$ cat config.mk
export PLATFORM = sky130hd
export DESIGN_NAME = uart_tx_sched_flat
export DESIGN_NICKNAME = d
export VERILOG_FILES = /design/src/rtl/uart_tx_sched_if.sv /design/src/rtl/uart_tx_sched.sv /design/src/flat_wrapper.sv
export SDC_FILE = /design/constraint.sdc
export NUM_CORES = 1
export LEC_CHECK = 0
export BUFFER_PORTS_ARGS = -buffer_cell sky130_fd_sc_hd__buf_2
export CAP_MARGIN = 20
export CORE_MARGIN = 3
export CORE_UTILIZATION = 52
export CTS_CLUSTER_SIZE = 24
export DETAILED_ROUTE_END_ITERATION = 12
export PLACE_DENSITY_LB_ADDON = 0.12
export RECOVER_POWER = 50
export SYNTH_ARGS = -nofsm -noshare
export SYNTH_HDL_FRONTEND = slang
export SYNTH_SLANG_ARGS = --single-unit
$ cat constraint.sdc
create_clock -name clk -period 6.24 [get_ports clk]
set_clock_uncertainty 0.2 [all_clocks]
set_input_delay 0 -clock clk [delete_from_list [all_inputs] [get_ports clk]]
set_output_delay 0 -clock clk [all_outputs]
set_load 0.02 [all_outputs]
$ cat src/rtl/uart_tx_sched_if.sv
// Port bundle between the byte producers, the scheduler and the shared uart_tx.
// Latency: none, wires only.
// Backpressure: producers hold req_valid until req_ack; the UART side is paced by tx_done.
interface uart_tx_sched_if #(
  parameter int NUM_REQ = 4
);
  localparam int IDW = $clog2(NUM_REQ);

  logic [NUM_REQ-1:0]   req_valid;
  logic [8*NUM_REQ-1:0] req_data;
  logic [NUM_REQ-1:0]   req_ack;
  logic                 tx_start;
  logic [7:0]           tx_data;
  logic                 tx_done;
  logic                 busy;
  logic [IDW-1:0]       grant_id;
  logic                 frame_ok;
  logic                 timeout_err;

  // Scheduler side.
  modport master (
    input  req_valid, req_data, tx_done,
    output req_ack, tx_start, tx_data, busy, grant_id, frame_ok, timeout_err
  );

  // Producer / UART side.
  modport slave (
    output req_valid, req_data, tx_done,
    input  req_ack, tx_start, tx_data, busy, grant_id, frame_ok, timeout_err
  );
endinterface

$ cat src/rtl/uart_tx_sched.sv
// Round-robin arbiter sharing one uart_tx between NUM_REQ byte producers, with frame timeout.
// Latency: req_ack and tx_start rise 1 clk after req_valid is seen in IDLE.
// Backpressure: one frame in flight; other requests stay pending until the gap after the frame ends.
module uart_tx_sched #(
  parameter int NUM_REQ    = 4,
  parameter int START_HOLD = 6000,
  parameter int TIMEOUT    = 200000,
  parameter int GAP_CYCLES = 16
) (
  input  logic             clk,
  input  logic             rst_n,
  uart_tx_sched_if.master  bus
);
  localparam int IDW   = $clog2(NUM_REQ);
  localparam int MAX_A = (START_HOLD > TIMEOUT) ? START_HOLD : TIMEOUT;
  localparam int MAX_C = (MAX_A > GAP_CYCLES) ? MAX_A : GAP_CYCLES;
  localparam int CW    = $clog2(MAX_C + 1);

  typedef enum logic [1:0] {IDLE, START, WAIT_DONE, GAP} state_t;

  state_t         state;
  logic [IDW-1:0] ptr;
  logic [CW-1:0]  cnt;        // per-state counter, cleared on every state entry
  logic [CW-1:0]  tcnt;       // frame supervision counter, runs from first START cycle
  logic           done_seen;  // tx_done arrived while tx_start was still held

  logic           pick_vld;
  logic [IDW-1:0] pick_idx;
  logic [IDW-1:0] scan_idx;
  logic [7:0]     pick_byte;

  // Scan from ptr upward (mod NUM_REQ); descending loop so the slot nearest ptr wins.
  always_comb begin
    pick_vld = 1'b0;
    pick_idx = '0;
    scan_idx = '0;
    for (int i = NUM_REQ - 1; i >= 0; i--) begin
      scan_idx = IDW'((int'(ptr) + i) % NUM_REQ);
      if (bus.req_valid[scan_idx]) begin
        pick_vld = 1'b1;
        pick_idx = scan_idx;
      end
    end
  end

  // Byte mux for the winning requester.
  always_comb begin
    pick_byte = '0;
    for (int k = 0; k < NUM_REQ; k++) begin
      if (IDW'(k) == pick_idx) pick_byte = bus.req_data[8*k +: 8];
    end
  end

  // Frame sequencer: grant, hold tx_start, supervise completion, then enforce the gap.
  always_ff @(posedge clk or negedge rst_n) begin
    if (!rst_n) begin
      state           <= IDLE;
      ptr             <= '0;
      cnt             <= '0;
      tcnt            <= '0;
      done_seen       <= 1'b0;
      bus.req_ack     <= '0;
      bus.tx_start    <= 1'b0;
      bus.tx_data     <= '0;
      bus.busy        <= 1'b0;
      bus.grant_id    <= '0;
      bus.frame_ok    <= 1'b0;
      bus.timeout_err <= 1'b0;
    end else begin
      bus.req_ack     <= '0;
      bus.frame_ok    <= 1'b0;
      bus.timeout_err <= 1'b0;
      case (state)
        IDLE: begin
          if (pick_vld) begin
            state                 <= START;
            bus.req_ack[pick_idx] <= 1'b1;
            bus.tx_data           <= pick_byte;
            bus.grant_id          <= pick_idx;
            bus.tx_start          <= 1'b1;
            bus.busy              <= 1'b1;
            ptr                   <= IDW'((int'(pick_idx) + 1) % NUM_REQ);
            cnt                   <= '0;
            tcnt                  <= '0;
            done_seen             <= 1'b0;
          end
        end
        START: begin
          cnt  <= cnt + 1'b1;
          tcnt <= tcnt + 1'b1;
          if (bus.tx_done) done_seen <= 1'b1;
          if (cnt == CW'(START_HOLD - 1)) begin
            state        <= WAIT_DONE;
            bus.tx_start <= 1'b0;
            cnt          <= '0;
          end
        end
        WAIT_DONE: begin
          tcnt <= tcnt + 1'b1;
          // A completion on the expiry cycle still counts as success.
          if (bus.tx_done || done_seen) begin
            bus.frame_ok <= 1'b1;
            state        <= GAP;
            cnt          <= '0;
          end else if (tcnt == CW'(TIMEOUT - 1)) begin
            bus.timeout_err <= 1'b1;
            state           <= GAP;
            cnt             <= '0;
          end
        end
        GAP: begin
          cnt <= cnt + 1'b1;
          if (cnt == CW'(GAP_CYCLES - 1)) begin
            state    <= IDLE;
            bus.busy <= 1'b0;
            cnt      <= '0;
          end
        end
        default: state <= IDLE;
      endcase
    end
  end
endmodule

$ cat src/flat_wrapper.sv
// flat-port wrapper written by rule: the top's interface ports become plain ports
module uart_tx_sched_flat 
#(
  parameter int NUM_REQ    = 4,
  parameter int START_HOLD = 6000,
  parameter int TIMEOUT    = 200000,
  parameter int GAP_CYCLES = 16
)
  (clk, rst_n, bus_req_valid, bus_req_data, bus_tx_done, bus_req_ack, bus_tx_start, bus_tx_data, bus_busy, bus_grant_id, bus_frame_ok, bus_timeout_err);
  uart_tx_sched_if #(.NUM_REQ(NUM_REQ)) bus_i ();
  input  logic clk;
  input  logic rst_n;
  input wire logic [$bits(bus_i.req_valid)-1:0] bus_req_valid;
  input wire logic [$bits(bus_i.req_data)-1:0] bus_req_data;
  input wire logic [$bits(bus_i.tx_done)-1:0] bus_tx_done;
  output wire logic [$bits(bus_i.req_ack)-1:0] bus_req_ack;
  output wire logic [$bits(bus_i.tx_start)-1:0] bus_tx_start;
  output wire logic [$bits(bus_i.tx_data)-1:0] bus_tx_data;
  output wire logic [$bits(bus_i.busy)-1:0] bus_busy;
  output wire logic [$bits(bus_i.grant_id)-1:0] bus_grant_id;
  output wire logic [$bits(bus_i.frame_ok)-1:0] bus_frame_ok;
  output wire logic [$bits(bus_i.timeout_err)-1:0] bus_timeout_err;
  assign bus_i.req_valid = bus_req_valid;
  assign bus_i.req_data = bus_req_data;
  assign bus_i.tx_done = bus_tx_done;
  assign bus_req_ack = bus_i.req_ack;
  assign bus_tx_start = bus_i.tx_start;
  assign bus_tx_data = bus_i.tx_data;
  assign bus_busy = bus_i.busy;
  assign bus_grant_id = bus_i.grant_id;
  assign bus_frame_ok = bus_i.frame_ok;
  assign bus_timeout_err = bus_i.timeout_err;
  uart_tx_sched #(.NUM_REQ(NUM_REQ), .START_HOLD(START_HOLD), .TIMEOUT(TIMEOUT), .GAP_CYCLES(GAP_CYCLES)) u_core (.clk(clk), .rst_n(rst_n), .bus(bus_i));
endmodule
# == After elaboration in Yosys (flattened, before gate mapping) ==
# Cells that the tools add are included.
# word_totals
reg_bits,59
input_bits,39
# classes
add_sub_neg,6
magnitude_cmp,6
eq_ne,14
n_mux,50
reduce_logical,15
# op_table
cell,count
18-bit 2-to-1 mux,5
18-bit case mux with 4 select lines,1
18-bit by 1-bit adder with 18-bit output (second input constant),2
18-bit case mux with 2 select lines,1
8-bit 2-to-1 mux,4
1-bit 2-to-1 mux,19
18-bit by 13-bit equality test with 1-bit output (second input constant),1
18-bit equality test (second input constant),1
18-bit by 4-bit equality test with 1-bit output (second input constant),1
2-bit 2-to-1 mux,9
2-bit by 3-bit < comparator with 1-bit output (second input constant),5
3-bit AND reduction,3
1-bit binary-select mux with 2-bit select,4
4-bit 2-to-1 mux,2
2-bit case mux with 4 select lines,1
2-bit by 1-bit != test with 1-bit output (second input constant),3
1-bit case mux with 2 select lines,3
2-bit AND reduction,3
2-bit nonzero test,3
2-bit by 1-bit adder with 2-bit output (second input constant),2
2-bit adder (second input constant),2
2-bit equality test (first input constant),2
2-bit equality test (second input constant),2
2-bit zero test,2
other kinds (10),10

# == Longest topological paths before layout ==
# logic_depth
word_depth,13
mapped_depth,13
ltp_nobuf,12

# == Least setup slack after synthesis ==
# Ideal clock, no wire load.
# synth_timing
path_kind,reg-to-reg
from,register u_core.state[0]
to,register u_core.tcnt[15]
arrival_ps,2293
required_time_ps,5974
setup_slack_ps,3681
path_stages_with_launch,9
synth_period_minus_slack_ps,2559
cell_sequence,dfrtp_1 > inv_1 > ha_1 > clkbuf_1 > nor2_1 > a2111oi_1 > nand3_1 > or4_1 > nand2_1
# synth_between
elab_chain_len,4
# synth_lines
item,line_no,source
start: declaration,uart_tx_sched.sv:21,state_t state;
start signal: assignment,uart_tx_sched.sv:57,state <= IDLE;
start signal: assignment,uart_tx_sched.sv:76,state <= START;
start signal: assignment,uart_tx_sched.sv:93,state <= WAIT_DONE;
2-bit by 1-bit equality test with 1-bit output / 2-bit equality test (equally long branches),uart_tx_sched.sv:73,case (state)
2-bit OR reduction (no source line),n/a,
2-bit nonzero test (no source line),n/a,
2-bit AND reduction (no source line),n/a,
end signal: assignment,uart_tx_sched.sv:90,tcnt <= tcnt + 1'b1;
end signal: assignment,uart_tx_sched.sv:99,tcnt <= tcnt + 1'b1;
end: declaration,uart_tx_sched.sv:24,logic [CW-1:0] tcnt;
# Parallel ways exist; a longest one is shown, timed or not.
# A chain may end at the register's enable or synchronous reset.

==> metrics.md <==
| Metric | Value |
|---|---|
| Status | `complete, but fails checks` |
| Failing checks | `max-capacitance violations, max-slew violations` |
| VDD IR max | `145 uV` |
| Dpl hpwl | `5340 um` |
| Clock Latency Late Sink | `0.34 ns` |
| Bufs on Longest Clock Path | `2` |
| Post-Syn Nets | `428` |
| Num CTS Buffers | `9` |
| Post-synthesis sequential area ratio | `0.448` |
| Non-filler instance count after layout | `531` |
| Final WL | `7810 um` |
| Core Region | `6030 um2` |
| Hold_sp | `bus_req_valid[1]` |
| Clock transition at path regs | `0.06 ns` |
| I/O pin total | `57` |
| Asr flop ratio synth | `1.00` |
| Avg Cell Area, Syn | `8.73 um2` |
| Via density | `5.55` |
| Core Rows | `28` |
| Pre-antenna DRT Iters | `4` |
| Post-synthesis cell area | `3300 um2` |
| Via count | `2948` |
| Total clock sinks | `59` |
| DRC | `0` |
| Kind of critical path | `primary input to async pin` |
| First-iteration detailed-routing DRC count | `204` |
| Critical path data arrival time | `2.82 ns` |
| Die X | `85.6 um` |
| Overall global routing resource usage | `0.228` |
| H-Tree Depth | `3` |
| Number of max-cap violations | `1` |
| Layout cells sized above 1 | `0.132` |
| Worst slew pin tran | `3.08 ns` |
| Area growth syn-to-layout | `20.6%` |
| Fin. Hold Viols | `0` |
| Hold WC Path Type | `primary input to flip-flop` |
| Post-CTS Resized | `0` |
| #FFs+latches synth | `59` |
| Drt wl/cell | `14.7 um` |
| Clk root buf | `clkbuf_8` |
| CP Data Required Time | `5.80 ns` |
| Synthesized instance count | `378` |
| Die area | `7330 um2` |
| Cells after DPL | `496` |
| Setup TNS | `0 ns` |
| Min cycle time layout | `3.26 ns` |
| Unique cell type count in the Yosys netlist | `45` |
| Static Leak | `1.80 nW` |
| Crit-path slowest cell | `clkbuf_1` |
| Number of global-route vias before repair | `3019` |
| Crit path largest cell delay | `2.17 ns` |
| RSZ-0062 raised after global routing | `false` |
| FMAX | `307 MHz` |
| Slew HR | `-1.05` |
| Initial antenna violation count | `0` |
| Layout filler cell count | `519` |
| Hold Buf Count CTS | `20` |
| Worst setup path startpoint | `rst_n` |
| R2R Setup Slk | `3.01 ns` |
| Largest net degree at the start of global routing | `60` |
| Port Buffer Count | `56` |
| Max Slew Vio Count | `60` |
| Period utilization | `0.522` |
| Routability Congestion | `0.964` |
| Die height | `85.6 um` |
| Top FF cell, synth | `dfrtp_1` |
| Reg2reg start | `u_core.ptr[0]$_DFFE_PN0P_` |
| Number of synthesized flops with an enable pin | `0` |
| Startpoint types | `primary input` |
| Total Nets Final | `502` |
| GRT Residual Overflow | `0` |
| Crit-path cells | `dlygate4sd3_1 -> buf_2 -> clkbuf_1` |
| Pwr Density | `193 nW/um2` |
| N_diodes | `0` |
| Crit-path max FO | `59` |
| Final setup viols | `0` |
| Critical path capture point type | `async pin` |
| CTS tree | `yes` |
| Antenna viol nets, final | `0` |
| Syn. warnings | `0` |
| Setup bufs post-CTS | `0` |
| First-pass GRT wire length | `13400 um` |
| Starting Density | `0.547` |
-- report_power, final --
| part | switching (W) | leakage (nW) | internal (W) |
|---|---|---|---|
| clock network | 0.000144 | 0.0953 | 0.000173 |
| logic | 0.0000333 | 0.933 | 0.0000334 |
| registers | 0 | 0.769 | 0.000383 |
-- layout by cell type (no fill, tap or decap), drive strengths merged, types with 8 or more instances in the layout --
master       Yosys  layout
a21o            11      11
a21oi           34      34
a22o             8       8
and2             9       9
buf              1      39
clkbuf          14      32
dfrtp           59      59
dlygate4sd3      0      20
ha              11      11
inv             12      12
nand2           52      52
nand3           17      17
nand3b           8       8
nor2            49      49
nor3             8       8
o21ai           23      23
-- through the flow --
stage / hold WS [ns] / utilization / area, um2 / power, W / worst slack [ns]
finish: 0.0568 / 0.660 / 3980 / 0.000766 / 2.98
global route: 0.0994 / 0.660 / 3980 / 0.000799 / 2.38
CTS: 0.0517 / 0.664 / 4000 / 0.000770 / 3.09
detailed placement: -0.00297 / 0.601 / 3620 / 0.000439 / 3.46
global placement: -0.00771 / 0.601 / 3620 / 0.000438 / 3.54
floorplan: -0.496 / - / 3300 / 0.000414 / 3.68
-- kinds of logic after synthesis --
family,after synthesis,synth area share
adder cells (fa/ha/maj),11,0.0417
AO/OA/AOI/OAI,97,0.189
AND/OR/NAND/NOR,170,0.251
multiplexers,2,0.00607
flip-flops,59,0.448
buffers and inverters,27,0.0330
XOR/XNOR,12,0.0319
-- cells in the mapped netlist, types with 6 or more instances --
master	number	area, um2
nor3_1	8	40.0
nand2_1	51	191
clkbuf_1	14	52.6
dfrtp_1	59	1480
a21o_1	11	82.6
o21ai_0	21	105
and2_1	9	56.3
o31ai_1	6	45.0
a21oi_1	34	170
a22o_1	8	70.1
nand3_1	17	85.1
ha_1	11	138
xnor2_1	7	61.3
inv_1	12	45.0
nand3b_1	8	60.1
nor2_1	48	180
-- final timing paths --
path                                                 endpoint  cells past startpoint
max in group clk            u_core.bus.tx_data[0]$_DFFE_PN0P_                     12
max                                u_core.tcnt[0]$_DFFE_PN0P_                      3
min                        u_core.bus.grant_id[1]$_DFFE_PN0P_                      4
max reg2reg                 u_core.bus.tx_data[0]$_DFFE_PN0P_                     12
min in group asynchronous   u_core.bus.tx_data[0]$_DFFE_PN0P_                      3
min reg2reg                u_core.bus.grant_id[0]$_DFFE_PN0P_                      1
-- final cells by class --
type / instances / area (um2) / area share
repair buffers: 78 / 469 / 0.118
multi-input cells: 292 / 1710 / 0.431
inverters: 12 / 45.0 / 0.0113
flip-flops and latches: 59 / 1480 / 0.371
clock inverters: 2 / 10.0 / 0.00252
well taps: 75 / 93.8 / 0.0236
clock buffers: 13 / 169 / 0.0425
-- flip-flops by register name, summed over array words and instances (netlist names), 2 cells and up --
name                 flops
u_core.cnt              18
u_core.bus.tx_data       8
u_core.state             2
u_core.bus.grant_id      2
u_core.bus.req_ack       4
u_core.ptr               2
u_core.tcnt             18
-- worst max-delay path: cells and delay by family --
kind | cells | cell delay, ns
buf+inv | 3 | 2.78
-- metal layers --
metal / vias to the layer above / global-route usage / routed length (um)
met5: - / 0 / 0
met4: 0 / 0.0892 / 129
met3: 14 / 0.0538 / 314
met2: 70 / 0.385 / 3790
met1: 1383 / 0.284 / 3570
li1: 1481 / - / -
Power figures use the tool's default switching activity.
